--- src/rtl/multicycle_control.sv ---
// multicycle_control: main sequencing FSM for the multicycle RISC-V core.
// Steps each instruction through fetch, decode, execute, memory and
// write-back, and drives the datapath mux selects, enables and ALUOp.
// Memory states wait on i_mem_ready and give up into ERROR after
// MEM_WAIT_MAX consecutive not-ready cycles.
// Optional feature: define MC_CTRL_ILLEGAL_TRAP_EN to trap unknown opcodes
// in the sticky ILLEGAL state; otherwise they fall through as a 2-cycle NOP.
module multicycle_control #(
   parameter int MEM_WAIT_MAX = 15
) (
   input  logic       i_clk,
   input  logic       i_rst,
   input  logic [6:0] i_opcode,
   input  logic       i_mem_ready,
   output logic       o_pc_write,
   output logic       o_pc_write_cond,
   output logic       o_pc_src,
   output logic       o_ir_write,
   output logic       o_iord,
   output logic       o_mem_read,
   output logic       o_mem_write,
   output logic       o_mem_to_reg,
   output logic       o_reg_write,
   output logic       o_alu_src_a,
   output logic [1:0] o_alu_src_b,
   output logic [1:0] o_alu_op,
   output logic [3:0] o_state,
   output logic       o_mem_err,
   output logic       o_illegal
);

   localparam int CNT_W = $clog2(MEM_WAIT_MAX + 1);
   localparam logic [CNT_W-1:0] CNT_LAST = CNT_W'(MEM_WAIT_MAX - 1);

   localparam logic [6:0] OP_LD     = 7'b0000011;
   localparam logic [6:0] OP_SD     = 7'b0100011;
   localparam logic [6:0] OP_RTYPE  = 7'b0110011;
   localparam logic [6:0] OP_BRANCH = 7'b1100011;

   typedef enum logic [3:0] {
      S_FETCH    = 4'd0,
      S_DECODE   = 4'd1,
      S_MEM_ADDR = 4'd2,
      S_MEM_RD   = 4'd3,
      S_MEM_WB   = 4'd4,
      S_MEM_WR   = 4'd5,
      S_EXEC     = 4'd6,
      S_ALU_WB   = 4'd7,
      S_BRANCH   = 4'd8,
      S_ERROR    = 4'd9,
      S_ILLEGAL  = 4'd10
   } state_t;

   state_t           state;
   logic [CNT_W-1:0] wait_cnt;
   logic             mem_err;
   logic             in_wait;
`ifdef MC_CTRL_ILLEGAL_TRAP_EN
   logic             illegal;
`endif

   assign in_wait = (state == S_FETCH) || (state == S_MEM_RD) || (state == S_MEM_WR);

   // State sequencing, memory wait counter and the sticky error flags.
   always_ff @(posedge i_clk) begin
      if (i_rst) begin
         state    <= S_FETCH;
         wait_cnt <= '0;
         mem_err  <= 1'b0;
`ifdef MC_CTRL_ILLEGAL_TRAP_EN
         illegal  <= 1'b0;
`endif
      end else if (in_wait && !i_mem_ready) begin
         if (wait_cnt == CNT_LAST) begin
            state   <= S_ERROR;
            mem_err <= 1'b1;
         end else begin
            wait_cnt <= wait_cnt + CNT_W'(1);
         end
      end else begin
         wait_cnt <= '0;
         case (state)
            S_FETCH:    state <= S_DECODE;
            S_DECODE: begin
               if (i_opcode == OP_LD || i_opcode == OP_SD) begin
                  state <= S_MEM_ADDR;
               end else if (i_opcode == OP_RTYPE) begin
                  state <= S_EXEC;
               end else if (i_opcode == OP_BRANCH) begin
                  state <= S_BRANCH;
               end else begin
`ifdef MC_CTRL_ILLEGAL_TRAP_EN
                  state   <= S_ILLEGAL;
                  illegal <= 1'b1;
`else
                  state <= S_FETCH;
`endif
               end
            end
            S_MEM_ADDR: state <= (i_opcode == OP_SD) ? S_MEM_WR : S_MEM_RD;
            S_MEM_RD:   state <= S_MEM_WB;
            S_MEM_WB:   state <= S_FETCH;
            S_MEM_WR:   state <= S_FETCH;
            S_EXEC:     state <= S_ALU_WB;
            S_ALU_WB:   state <= S_FETCH;
            S_BRANCH:   state <= S_FETCH;
            S_ERROR:    state <= S_ERROR;
            S_ILLEGAL:  state <= S_ILLEGAL;
            default:    state <= S_FETCH;
         endcase
      end
   end

   // Moore control decode; FETCH gates IR/PC loads on ready, reset forces all low.
   always_comb begin
      o_pc_write      = 1'b0;
      o_pc_write_cond = 1'b0;
      o_pc_src        = 1'b0;
      o_ir_write      = 1'b0;
      o_iord          = 1'b0;
      o_mem_read      = 1'b0;
      o_mem_write     = 1'b0;
      o_mem_to_reg    = 1'b0;
      o_reg_write     = 1'b0;
      o_alu_src_a     = 1'b0;
      o_alu_src_b     = 2'b00;
      o_alu_op        = 2'b00;
      if (!i_rst) begin
         case (state)
            S_FETCH: begin
               o_mem_read  = 1'b1;
               o_alu_src_b = 2'b01;
               o_ir_write  = i_mem_ready;
               o_pc_write  = i_mem_ready;
            end
            S_DECODE: begin
               o_alu_src_b = 2'b10;
            end
            S_MEM_ADDR: begin
               o_alu_src_a = 1'b1;
               o_alu_src_b = 2'b10;
            end
            S_MEM_RD: begin
               o_mem_read = 1'b1;
               o_iord     = 1'b1;
            end
            S_MEM_WB: begin
               o_reg_write  = 1'b1;
               o_mem_to_reg = 1'b1;
            end
            S_MEM_WR: begin
               o_mem_write = 1'b1;
               o_iord      = 1'b1;
            end
            S_EXEC: begin
               o_alu_src_a = 1'b1;
               o_alu_op    = 2'b10;
            end
            S_ALU_WB: begin
               o_reg_write = 1'b1;
            end
            S_BRANCH: begin
               o_alu_src_a     = 1'b1;
               o_alu_op        = 2'b01;
               o_pc_write_cond = 1'b1;
               o_pc_src        = 1'b1;
            end
            default: begin
            end
         endcase
      end
   end

   assign o_state   = i_rst ? 4'd0 : state;
   assign o_mem_err = mem_err & ~i_rst;
`ifdef MC_CTRL_ILLEGAL_TRAP_EN
   assign o_illegal = illegal & ~i_rst;
`else
   assign o_illegal = 1'b0;
`endif

endmodule

--- config.mk ---
export PLATFORM = sky130hd
export DESIGN_NAME = multicycle_control
export DESIGN_NICKNAME = d
export VERILOG_FILES = /design/src/rtl/multicycle_control.sv
export SDC_FILE = /design/constraint.sdc
export NUM_CORES = 1
export LEC_CHECK = 0
export ABC_AREA = 1
export BUFFER_PORTS_ARGS = -buffer_cell sky130_fd_sc_hd__buf_2
export CORE_MARGIN = 2
export CORE_UTILIZATION = 50
export CTS_CLUSTER_DIAMETER = 30
export DETAILED_ROUTE_END_ITERATION = 16
export PLACE_DENSITY = 0.89
export SETUP_SLACK_MARGIN = 0.3
export SLEW_MARGIN = 20
export SYNTH_ARGS = -nofsm -noshare
export SYNTH_HDL_FRONTEND = slang
export SYNTH_SLANG_ARGS = --single-unit
--- constraint.sdc ---
create_clock -name i_clk -period 2.3 [get_ports i_clk]
set_clock_uncertainty 0.1 [all_clocks]
set_input_delay 0.23 -clock i_clk [delete_from_list [all_inputs] [get_ports i_clk]]
set_output_delay 0.23 -clock i_clk [all_outputs]
set_load 0.01 [all_outputs]
==> results.json <==
{
  "final_util_pct": 63.0,
  "core_area_um2": 1490,
  "ant_nets": 0,
  "crit_required_ns": 1.97,
  "layout_worst_path_cycle_share_pct": 73.1,
  "syn_area_per_cell_um2": 5.97,
  "drc_errors": 0,
  "power.density_nw_per_um2": 422,
  "async_reset_ff_share_pct": 0,
  "ys.warnings.count": 0,
  "vdd_drop_max_mv": 0.286,
  "die_y_um": 43.5,
  "clock.fmax_ghz": 0.595,
  "clk_pin_slew_ns": 0.06,
  "drv_cap": 0,
  "slew_violations": 0,
  "cts_buffer_depth": 2,
  "finalHoldViolations": 0,
  "cts_hold_buf": 0,
  "cp_slowest_cell": "dfxtp_1",
  "grt.overflow.total": 0,
  "cts_tree": "done",
  "startpoint_type": "flop",
  "cp_top_family": "flip-flops",
  "clock-sinks": 9,
  "synth_area_leaders": "dfxtp_1 (23%), nand2_1 (14%), nor2_1 (12%)",
  "crit_arrival_ns": 1.35,
  "drt_iter0_markers": 34,
  "die_area_um2": 1900,
  "cpPeakStageDelay_ns": 0.40,
  "status": "complete, no violations",
  "dr.pass1.iters": 4,
  "start_util_pct": 52.5,
  "postCtsSetupBuffers": 0,
  "wire_per_inst_um": 10.4,
  "fin_area_um2": 938,
  "post_cts_resize_count": 0,
  "fin_crit_ns": 1.68,
  "nets": 171,
  "setup_viol": 0,
  "crit_type": "flop to primary output",
  "syn2layout_area_growth_pct": 20.0,
  "synth_cells": 131,
  "netlist_top_cells_count": "nand2_1 (30), nor2_1 (25), inv_1 (17)",
  "path_cells": "inv_1 -> nor2_1 -> nand2_1 -> o21ai_0 -> buf_2",
  "vias": 887,
  "grt_start_max_net_pins": 17,
  "synth_edf_count": 0,
  "cts_buffers": 3,
  "placed_area_um2": 912,
  "rsz0062_at_grt": "no",
  "syn_area_um2": 782,
  "clk_latency_ns": 0.25,
  "syn-num-nets": 143,
  "end_kind": "primary output",
  "grt_pass1_vias": 772,
  "layout-drive-gt1-share_pct": 29.7,
  "tns_ns": 0,
  "yosysSeqAreaShare_pct": 23.0,
  "numPortBuffers": 28,
  "track_usage_pct": 21.2,
  "clockRootBuffer": "clkbuf_4",
  "synth_cell_types": 25,
  "fp.dieW_um": 43.5,
  "p_leak_uw": 0.000531,
  "synth.top_cell.area_share_pct": 23.0,
  "grt_pass1_wl_mm": 3.06,
  "wl_mm": 1.81,
  "ios": 30,
  "routed_via_density": 5.10,
  "synth_top_flop_cell": "dfxtp_1",
  "yosysMostFrequentCell": "nand2_1",
  "antenna_found_initial": 0,
  "post-synth-top-area-cell": "dfxtp_1",
  "path_max_fanout": 4,
  "antenna_cells": 0,
  "place.gp.congestion": 0.912,
  "hold_slack_ns": 0.239,
  "ys_ff_latch": 9,
  "hp-class": "input port to flop",
  "cts_max_level": 1,
  "worst-path-buf-inv": 2,
  "rows": 14,
  "hpwl_mm": 1.53
}
## path summary, 6_finish.rpt
check | from | depth (start not counted) | slack [ns] | to
hold reg to reg | mem_err | 2 | 0.37 | mem_err
setup / recovery | state[2] | 5 | 0.62 | o_iord
hold / removal | i_rst | 2 | 0.24 | mem_err
setup reg to reg | wait_cnt[0] | 6 | 0.84 | wait_cnt[1]
## metal layers
layer	up-vias	GRT usage [%]	routed length (µm)
met5	-	0	0
met4	0	13.9	20
met3	4	3.75	112
met2	31	36.5	989
met1	394	23.7	692
li1	458	-	-
## sequential cells by signal (all words and copies together) (netlist names)
register and count:
wait_cnt 4, state 4, mem_err 1
## logic make-up after synthesis
group / Yosys count / synth area share [%]
AND/OR/NAND/NOR: 81 / 48.6
buffers and inverters: 24 / 13.0
AO/OA/AOI/OAI: 12 / 9.44
flip-flops: 9 / 23.0
XOR/XNOR: 2 / 2.24
adder cells (fa/ha/maj): 2 / 3.20
other: 1 / 0.480
## final cells by class
type,instances,area (µm²)
Fill cell,152,551
Multi-Input combinational cell,98,500
Sequential cell,9,180
Timing Repair Buffer,28,140
Inverter,19,71.3
Clock buffer,4,26.3
Tap cell,16,20.0
## per-stage QoR
stage / setup slack [ns] / instances / power, µW
2_1_floorplan: 0.814 / 131 / 252
3_3_place_gp: 0.924 / 170 / 275
3_5_place_dp: 0.862 / 170 / 280
4_1_cts: 0.602 / 174 / 403
5_1_grt: 0.497 / 174 / 425
6_report: 0.619 / 174 / 396
## layout by cell type (no fill, tap or decap), types with 2 or more instances in the layout
master and instances:
nand2_1 30, o21ai_0 2, nor3_1 3, nand2_4 3, ha_1 2, a21oi_1 6
nand2_2 4, a21oi_2 2, nor2_1 25, clkbuf_4 3, nor2_2 2, buf_2 28
inv_1 17, nand3_2 3, dfxtp_1 9, nand3_1 9
## report_power, final
group          leakage [µW]  internal (µW)  total, µW  switching [µW]
Sequential        0.0000730            161        169            7.77
Clock             0.0000150           66.7        119            52.2
Combinational      0.000443           38.4        108            69.6
Note: power is estimated with default switching activity, not from simulation.
